## src/rtl/rf_wb_buffer_if.sv

```systemverilog
// Bus bundle for the register-file write buffer: producer handshake,
// write-port grant and registered write port, source lookups and occupancy.
interface rf_wb_buffer_if #(
    parameter int DEPTH         = 4,
    parameter int XLEN          = 32,
    parameter int RF_ADDR_WIDTH = 5
);
    logic                       in_valid;
    logic                       in_ready;
    logic [RF_ADDR_WIDTH-1:0]   in_addr;
    logic [XLEN-1:0]            in_data;
    logic                       drain_en;
    logic                       rf_wr_en;
    logic [RF_ADDR_WIDTH-1:0]   rf_wr_addr;
    logic [XLEN-1:0]            rf_wr_data;
    logic [RF_ADDR_WIDTH-1:0]   lu_addr_a;
    logic [RF_ADDR_WIDTH-1:0]   lu_addr_b;
    logic                       lu_hit_a;
    logic                       lu_hit_b;
    logic [XLEN-1:0]            lu_data_a;
    logic [XLEN-1:0]            lu_data_b;
    logic [$clog2(DEPTH):0]     count;

    // Producer / pipeline side
    modport master (
        output in_valid, in_addr, in_data, drain_en, lu_addr_a, lu_addr_b,
        input  in_ready, rf_wr_en, rf_wr_addr, rf_wr_data,
               lu_hit_a, lu_hit_b, lu_data_a, lu_data_b, count
    );

    // Buffer side
    modport slave (
        input  in_valid, in_addr, in_data, drain_en, lu_addr_a, lu_addr_b,
        output in_ready, rf_wr_en, rf_wr_addr, rf_wr_data,
               lu_hit_a, lu_hit_b, lu_data_a, lu_data_b, count
    );
endinterface

```

## src/rtl/rf_wb_buffer.sv

```systemverilog
// Write-side FIFO in front of the register file write port. Results from
// multi-cycle units queue here, drain in order when the port is granted,
// and are visible to issue logic through two combinational lookups.
module rf_wb_buffer #(
    parameter int DEPTH         = 4,
    parameter int XLEN          = 32,
    parameter int RF_ADDR_WIDTH = 5
) (
    input logic          clk,
    input logic          rst_n,
    rf_wb_buffer_if.slave bus
);
    localparam int PW = $clog2(DEPTH);
    localparam int CW = PW + 1;

    typedef logic [XLEN-1:0]          word_t;
    typedef logic [RF_ADDR_WIDTH-1:0] rf_addr_t;

    rf_addr_t        mem_addr [DEPTH];
    word_t           mem_data [DEPTH];
    logic [PW-1:0]   wr_ptr;
    logic [PW-1:0]   rd_ptr;
    logic [CW-1:0]   count_q;
    logic            wr_en_q;
    rf_addr_t        wr_addr_q;
    word_t           wr_data_q;
    logic            full;
    logic            push;
    logic            pop;

    // Full is judged on the current count only; a same-cycle pop never opens space.
    assign full         = (count_q == CW'(DEPTH));
    assign bus.in_ready = rst_n && !full;
    // x0 results complete the handshake but are never stored.
    assign push         = bus.in_valid && bus.in_ready && (bus.in_addr != '0);
    assign pop          = bus.drain_en && (count_q != '0);

    assign bus.count      = count_q;
    assign bus.rf_wr_en   = wr_en_q;
    assign bus.rf_wr_addr = wr_addr_q;
    assign bus.rf_wr_data = wr_data_q;

    // Entry storage; contents only matter while covered by count.
    always_ff @(posedge clk) begin
        if (push) begin
            mem_addr[wr_ptr] <= bus.in_addr;
            mem_data[wr_ptr] <= bus.in_data;
        end
    end

    // Pointers and occupancy; pointers wrap naturally at DEPTH.
    always_ff @(posedge clk or negedge rst_n) begin
        if (!rst_n) begin
            wr_ptr  <= '0;
            rd_ptr  <= '0;
            count_q <= '0;
        end else begin
            if (push) wr_ptr <= wr_ptr + 1'b1;
            if (pop)  rd_ptr <= rd_ptr + 1'b1;
            case ({push, pop})
                2'b10:   count_q <= count_q + 1'b1;
                2'b01:   count_q <= count_q - 1'b1;
                default: count_q <= count_q;
            endcase
        end
    end

    // Registered write port: head moves here on a grant, address/data hold otherwise.
    always_ff @(posedge clk or negedge rst_n) begin
        if (!rst_n) begin
            wr_en_q   <= 1'b0;
            wr_addr_q <= '0;
            wr_data_q <= '0;
        end else begin
            wr_en_q <= pop;
            if (pop) begin
                wr_addr_q <= mem_addr[rd_ptr];
                wr_data_q <= mem_data[rd_ptr];
            end
        end
    end

    // Output register is the oldest candidate; FIFO entries are scanned
    // oldest to newest so the youngest match overrides.
    function automatic logic [XLEN:0] lookup(input rf_addr_t a);
        logic          hit;
        word_t         d;
        logic [PW-1:0] idx;
        hit = 1'b0;
        d   = '0;
        if (a != '0) begin
            if (wr_en_q && (wr_addr_q == a)) begin
                hit = 1'b1;
                d   = wr_data_q;
            end
            for (int k = 0; k < DEPTH; k++) begin
                idx = rd_ptr + PW'(k);
                if ((CW'(k) < count_q) && (mem_addr[idx] == a)) begin
                    hit = 1'b1;
                    d   = mem_data[idx];
                end
            end
        end
        return {hit, d};
    endfunction

    // Two independent source lookups for issue stall/bypass.
    always_comb begin
        {bus.lu_hit_a, bus.lu_data_a} = lookup(bus.lu_addr_a);
        {bus.lu_hit_b, bus.lu_data_b} = lookup(bus.lu_addr_b);
    end
endmodule

```

## src/flat_wrapper.sv

```systemverilog
// flat-port wrapper written by rule: the top's interface ports become plain ports
module rf_wb_buffer_flat 
#(
    parameter int DEPTH         = 4,
    parameter int XLEN          = 32,
    parameter int RF_ADDR_WIDTH = 5
)
  (clk, rst_n, bus_in_valid, bus_in_addr, bus_in_data, bus_drain_en, bus_lu_addr_a, bus_lu_addr_b, bus_in_ready, bus_rf_wr_en, bus_rf_wr_addr, bus_rf_wr_data, bus_lu_hit_a, bus_lu_hit_b, bus_lu_data_a, bus_lu_data_b, bus_count);
  rf_wb_buffer_if #(.DEPTH(DEPTH), .XLEN(XLEN), .RF_ADDR_WIDTH(RF_ADDR_WIDTH)) bus_i ();
  input logic clk;
  input logic rst_n;
  input wire logic [$bits(bus_i.in_valid)-1:0] bus_in_valid;
  input wire logic [$bits(bus_i.in_addr)-1:0] bus_in_addr;
  input wire logic [$bits(bus_i.in_data)-1:0] bus_in_data;
  input wire logic [$bits(bus_i.drain_en)-1:0] bus_drain_en;
  input wire logic [$bits(bus_i.lu_addr_a)-1:0] bus_lu_addr_a;
  input wire logic [$bits(bus_i.lu_addr_b)-1:0] bus_lu_addr_b;
  output wire logic [$bits(bus_i.in_ready)-1:0] bus_in_ready;
  output wire logic [$bits(bus_i.rf_wr_en)-1:0] bus_rf_wr_en;
  output wire logic [$bits(bus_i.rf_wr_addr)-1:0] bus_rf_wr_addr;
  output wire logic [$bits(bus_i.rf_wr_data)-1:0] bus_rf_wr_data;
  output wire logic [$bits(bus_i.lu_hit_a)-1:0] bus_lu_hit_a;
  output wire logic [$bits(bus_i.lu_hit_b)-1:0] bus_lu_hit_b;
  output wire logic [$bits(bus_i.lu_data_a)-1:0] bus_lu_data_a;
  output wire logic [$bits(bus_i.lu_data_b)-1:0] bus_lu_data_b;
  output wire logic [$bits(bus_i.count)-1:0] bus_count;
  assign bus_i.in_valid = bus_in_valid;
  assign bus_i.in_addr = bus_in_addr;
  assign bus_i.in_data = bus_in_data;
  assign bus_i.drain_en = bus_drain_en;
  assign bus_i.lu_addr_a = bus_lu_addr_a;
  assign bus_i.lu_addr_b = bus_lu_addr_b;
  assign bus_in_ready = bus_i.in_ready;
  assign bus_rf_wr_en = bus_i.rf_wr_en;
  assign bus_rf_wr_addr = bus_i.rf_wr_addr;
  assign bus_rf_wr_data = bus_i.rf_wr_data;
  assign bus_lu_hit_a = bus_i.lu_hit_a;
  assign bus_lu_hit_b = bus_i.lu_hit_b;
  assign bus_lu_data_a = bus_i.lu_data_a;
  assign bus_lu_data_b = bus_i.lu_data_b;
  assign bus_count = bus_i.count;
  rf_wb_buffer #(.DEPTH(DEPTH), .XLEN(XLEN), .RF_ADDR_WIDTH(RF_ADDR_WIDTH)) u_core (.clk(clk), .rst_n(rst_n), .bus(bus_i));
endmodule
```

## config.mk

```make
export PLATFORM = sky130hd
export DESIGN_NAME = rf_wb_buffer_flat
export DESIGN_NICKNAME = d
export VERILOG_FILES = /design/src/rtl/rf_wb_buffer_if.sv /design/src/rtl/rf_wb_buffer.sv /design/src/flat_wrapper.sv
export SDC_FILE = /design/constraint.sdc
export NUM_CORES = 1
export LEC_CHECK = 0
export CELL_PAD_IN_SITES_DETAIL_PLACEMENT = 0
export CELL_PAD_IN_SITES_GLOBAL_PLACEMENT = 1
export CORE_AREA = 8 8 189 191
export CTS_CLUSTER_DIAMETER = 50
export CTS_CLUSTER_SIZE = 24
export DETAILED_ROUTE_END_ITERATION = 12
export DIE_AREA = 0 0 197 199
export PLACE_DENSITY = 0.79
export SLEW_MARGIN = 20
export SYNTH_ARGS = -nofsm -noshare
export SYNTH_HDL_FRONTEND = slang
export SYNTH_SLANG_ARGS = --single-unit
```

## constraint.sdc

```tcl
create_clock -name clk -period 3.3 [get_ports clk]
set_input_delay 0.825 -clock clk [delete_from_list [all_inputs] [get_ports clk]]
set_output_delay 0.825 -clock clk [all_outputs]
set_load 0.02 [all_outputs]
```

# Yosys cells after proc, flatten, opt, wreduce, memory -nomap -nowiden
# Memory sizes are Yosys's and may differ from the RTL's.
# Cells that the tools add are included.
# classes
magnitude_cmp	4
n_addsub	6
n_reduce_logical	20
mux	27
eq_ne	13
# ops
operator	n
32-bit 2-to-1 mux	12
5-bit equality test	10
5-bit nonzero test	3
1-bit logical AND	14
1-bit 2-to-1 mux	14
1-bit by 3-bit less-than comparator with 1-bit output, first input constant	2
2-bit by 3-bit less-than comparator with 1-bit output, first input constant	2
3-bit case mux with 2 select lines	1
2-bit by 1-bit adder with 2-bit output, second input constant	2
2-bit adder, second input constant	2
3-bit by 1-bit adder with 3-bit output, second input constant	1
3-bit equality test, second input constant	1
3-bit nonzero test	1
3-bit by 1-bit subtractor with 3-bit output, second input constant	1
2-bit by 1-bit equality test with 1-bit output, second input constant	1
2-bit equality test, second input constant	1
2-bit nonzero test	1
1-bit logical NOT	1
# totals
in_bits	51
elab_cells	78
mem_bits_rw	148
output_inout_bits	108
n_memories	2
reg_bits	45
# memory_table
name	words	word_bits	rd	rd_ports_with_merged_regs	wr	line	text
u_core.mem_data	4	32	4	0	1	rf_wb_buffer.sv:20	word_t mem_data [DEPTH];
u_core.mem_addr	4	5	4	0	1	rf_wb_buffer.sv:19	rf_addr_t mem_addr [DEPTH];

# Longest topological paths before layout
# logic_depth
ltp_word	8
ltp_mapped	11
depth_no_buf	10

# Least setup slack after synthesis
# No wires, ideal clock.
# synth_path
path_type	in2out
from	in bus_lu_addr_b[3]
to	out bus_lu_data_b[10]
required_ps	2475
arrival_ps	2832
path_slack_ps	-357
path_buffers	3
cell_stages	8
path_cell_list	clkbuf_1 xor2_1 nor4_1 and3_1 clkbuf_1 clkbuf_1 a311oi_2 o31ai_2
# synth_between
elab_chain_cells	8
word_cells_on_any_way	17
cone_classes	eq/ne: 5; mux: 6; reduce/logical: 6
# synth_lines
element	line	text
start, declared	flat_wrapper.sv:17	input wire logic [$bits(bus_i.lu_addr_b)-1:0] bus_lu_addr_b;
5-bit equality test	rf_wb_buffer.sv:92	if (wr_en_q && (wr_addr_q == a)) begin
1-bit logical AND	rf_wb_buffer.sv:92	
32-bit 2-to-1 mux	rf_wb_buffer.sv:92	
32-bit 2-to-1 mux (4 in series)	rf_wb_buffer.sv:98	if ((CW'(k) < count_q) && (mem_addr[idx] == a)) begin
32-bit 2-to-1 mux *	rf_wb_buffer.sv:91	if (a != '0) begin
end, declared	flat_wrapper.sv:25	output wire logic [$bits(bus_i.lu_data_b)-1:0] bus_lu_data_b;
# Mark *: on every way between the ends. The rest lies on a longest branch, timed or not.

# Worst setup path after layout
# layout_path
from	reg u_core.rd_ptr[0]
to	out bus_lu_data_a[24]
# layout_between
elab_chain_cells	8
word_cells_on_any_way	18
cone_classes	add/sub: 3; eq/ne: 4; mux: 5; reduce/logical: 4; memory: 2
# layout_lines
element	line	text
start, declared	rf_wb_buffer.sv:22	logic [PW-1:0] rd_ptr;
start signal, assigned	rf_wb_buffer.sv:59	if (pop) rd_ptr <= rd_ptr + 1'b1;
2-bit by 1-bit adder with 2-bit output / memory 4 x 5 bit (equally long branches)	-	
memory 4 x 5 bit / 5-bit equality test (equally long branches)	-	
5-bit equality test / 1-bit logical AND (equally long branches)	rf_wb_buffer.sv:98	
1-bit logical AND / 32-bit 2-to-1 mux (equally long branches)	rf_wb_buffer.sv:98	
32-bit 2-to-1 mux (2 in series)	rf_wb_buffer.sv:98	
32-bit 2-to-1 mux *	rf_wb_buffer.sv:98	
32-bit 2-to-1 mux *	rf_wb_buffer.sv:91	
end, declared	flat_wrapper.sv:24	output wire logic [$bits(bus_i.lu_data_a)-1:0] bus_lu_data_a;
# Marks and branches as above.

==> impl_results.md <==
- Vias in the first global route: 11,700
- Period utilisation layout: 125%
- Placement Setup Slack: -1.31 ns
- Tightest Pin Transition: 0.801 ns
- Synth async-reset ratio: 23.3%
- Post-synthesis mux area share: 28.2%
- Critical path class: flop to output pin
- Syn_area_per_cell: 13.7 sq um
- Area grow syn2layout: 55.1%
- Routed Antenna Nets: 0
- Clock Path Buffers: 2
- Worst Setup End Kind: output pin
- Post-synth cell types: 57
- Setup violations, final: 66
- CTS Buf Count: 17
- Worst-path fanout max: 8
- Initial core utilization: 42.2%
- Max Cap Violations: 0
- Top FF cell, synth: edfxtp_1
- Syn Nets: 1,068
- Via count: 11,600
- Via density: 6.51
- Worst path bufs/invs: 5
- NetSw: 7.81 mW
- Post-Synth Simple-Gate Area: 7.65%
- Crit path DAT: 3.31 ns
- Routed WL per cell: 28.0 um
- Fin. Hold Viols: 0
- Commonest non-fill, non-tap cells in the layout: 150 x buf_4, 148 x edfxtp_1, 147 x mux4_2
- Final hold slack: 0.602 ns
- Post-Place Cells: 1,643
- Net Sw Frac: 42.8%
- Port buffer count: 158
- H-tree depth: 4
- Share of layout cells above drive strength 1: 61.7%
- Register area share after synthesis: 40.2%
- Compound-gate portion of the synthesized area: 15.0%
- Worst Setup SP: u_core.rd_ptr[0]
- Routed WL: 49,900 um
- Largest stage delay on the critical path: 0.59 ns
- Critical path startpoint category: flop
- Gr ovfl total: 0
- Unrepaired setup endpoints after global routing: yes
- Largest family of logic cells by synthesized area: multiplexers
- Later-pin clock latency in the skew report: 0.45 ns
- Slowest cell on the critical path: mux4_2
- Clock slew at reported path FFs: 0.08 ns
- Power density cells: 850 nW/um^2
- Core Region: 32,900 sq um
- Mapped Area: 13,900 sq um
- Pint: 10.4 mW
- Failing checks: negative setup slack
- Combinational share of power: 66.6%
- Hold-fix buffers, CTS: 0
- # DRC: 0
- Overall Global Routing Usage: 24.0%
- Clock Skew: 0.0214 ns
- Seq cells post-synth: 193
- 1st-iter DRT viols: 1,016
- Final std cells w/o fill: 1,786
- Status: finished, violations left
- Final Core Density: 65.4%
- Root Driver: clkbuf_16
- Initial antenna violation count: 2
- RR Startpoint: u_core.bus.count[0]
- Row Count: 67
- RePlAce Congestion: 0.881
- Path type of the worst min-delay path: primary input to asynchronous set/reset pin
- CTS tree: built
- Final worst slack: -0.835 ns
- Leak pwr: 7.39 nW
- EDFF count, synth: 148
- VDD IR-drop max: 0.646 mV
- Fmax: 242 MHz
- Largest net degree at the start of global routing: 93
- Die Y: 199 um
- Most common cell after layout, fill and taps aside: buf_4
- Yosys warns: 0
- Nets: 1,384
- Period minus WS final: 4.14 ns
- Die area: 39,200 sq um
- CP Cell Sequence: buf_12, mux4_2, xnor2_2, nand4_1, buf_4, nor2_4, buf_6, buf_12, a221oi_1, o31ai_2, buf_4
- Post-DP HPWL: 30,700 um
- CP Data Required Time: 2.47 ns
- Mapped Cells: 1,008
- Slew Limit Fails: 0
- Die Width: 197 um
- Drt first pass iters: 5
- Worst slew margin: 46.6%
- Clock power share: 12.7%
- Crit path max-delay family: buffers and inverters
- # IOs: 159
- Clk sinks: 193
- Post-Synth XOR/XNOR Area: 3.39%
- Post-Synth Adder-Cell Area: 0.813%
- Sequential Power Share: 20.6%
- First-pass GRT wire length: 71,800 um
## logic make-up after synthesis
family                     count (synthesis)
DFF                                      193
muxes                                    200
AOI/OAI and AO/OA                        211
buffers and inverters                    125
and+or+nand+nor                          219
adders and majority gates                  9
xor gates and xnor gates                  51
## registers in the layout, indices dropped and copies added (netlist names)
| signal | flops |
|---|---|
| u_core.mem_data | 128 |
| u_core.bus.count | 3 |
| u_core.bus.rf_wr_en | 1 |
| u_core.wr_ptr | 2 |
| u_core.rd_ptr | 2 |
| u_core.bus.rf_wr_addr | 5 |
| u_core.mem_addr | 20 |
| u_core.bus.rf_wr_data | 32 |
## stage by stage
stage	area, sq um	TNS (ns)	power, mW
finish	21500	-47.93	18.3
global route	21500	-55.22	19.1
global placement	17800	-77.98	13.6
floorplan	14700	-0.424	10.4
CTS	20300	-44.07	17.4
detailed placement	17800	-78.97	13.8
## cell usage after synthesis, types with 3 or more instances
library cell | number | area [sq um]
o31ai_1 | 34 | 255
mux4_2 | 147 | 3310
ha_1 | 9 | 113
nor3_1 | 3 | 15.0
dfrtp_1 | 45 | 1130
nand2b_1 | 3 | 18.8
a311oi_1 | 3 | 26.3
clkbuf_1 | 53 | 199
buf_4 | 10 | 75.1
nand3_1 | 35 | 175
a32oi_1 | 64 | 561
mux2_2 | 38 | 428
nand2_1 | 10 | 37.5
and3_1 | 3 | 18.8
xor2_1 | 25 | 219
buf_6 | 12 | 135
and2_1 | 5 | 31.3
a311oi_2 | 29 | 435
xnor2_2 | 3 | 48.8
o21ai_0 | 3 | 15.0
edfxtp_1 | 148 | 4440
o31ai_2 | 30 | 375
a221oi_1 | 32 | 280
xnor2_1 | 23 | 201
buf_1 | 5 | 18.8
inv_1 | 8 | 30.0
mux2i_1 | 13 | 130
buf_2 | 36 | 180
nor2_1 | 110 | 413
or2_2 | 33 | 206
a21oi_1 | 3 | 15.0
## final timing paths
path | depth (start not counted) | to | slack (ns)
setup / recovery | 11 | bus_lu_data_a[24] | -0.84
hold / removal | 2 | u_core.bus.rf_wr_data[3] | 0.60
setup reg to reg | 9 | u_core.mem_data[2][24] | 0.87
hold reg to reg | 1 | u_core.bus.rf_wr_data[29] | 0.61
max in group asynchronous | 2 | u_core.rd_ptr[1] | 2.09
min in group clk | 1 | u_core.bus.rf_wr_data[29] | 0.61
## worst register-to-register path: cells and delay by family, from the launching register on
family                   cells  cell delay, ns
buffers and inverters        4            0.67
AND/OR/NAND/NOR              2            0.51
flip-flops                   1            0.38
AO/OA/AOI/OAI                2            0.35
adder cells (fa/ha/maj)      1            0.21
## power by group through the flow
stage | clock [mW] | sequential (mW) | combinational [mW]
5_1_grt | 2.44 | 3.83 | 12.8
4_1_cts | 2.36 | 3.71 | 11.3
6_report | 2.33 | 3.77 | 12.2
3_3_place_gp | 0 | 3.71 | 9.93
3_5_place_dp | 0 | 3.73 | 10.0
2_1_floorplan | 0 | 3.84 | 6.54
## routing by layer
layer / global-route usage (%) / part of all wire [%] / vias up
met2: 40.4 / 50 / 642
met3: 4.14 / 7.9 / 106
li1: - / - / 4866
met1: 30.7 / 39 / 6004
met5: 0 / 0.026 / -
met4: 9.08 / 3.0 / 2
## cell type report
| type | count | area [sq um] |
|---|---|---|
| Fill cell | 2253 | 11400 |
| Multi-Input combinational cell | 690 | 9950 |
| Sequential cell | 193 | 5580 |
| Timing Repair Buffer | 414 | 4700 |
| Tap cell | 448 | 561 |
| Clock buffer | 17 | 425 |
| Clock inverter | 15 | 235 |
| Inverter | 8 | 30.0 |
| Antenna cell | 1 | 2.50 |
## repair_timing
action,in CTS,in global routing
setup buffers,57,46
resized for setup,544,93
endpoints found under the setup margin,66,66
pin swaps,21,54
endpoints found under the hold margin,0,0
cloned,3,9
Note: power is estimated with default switching activity, not from simulation.
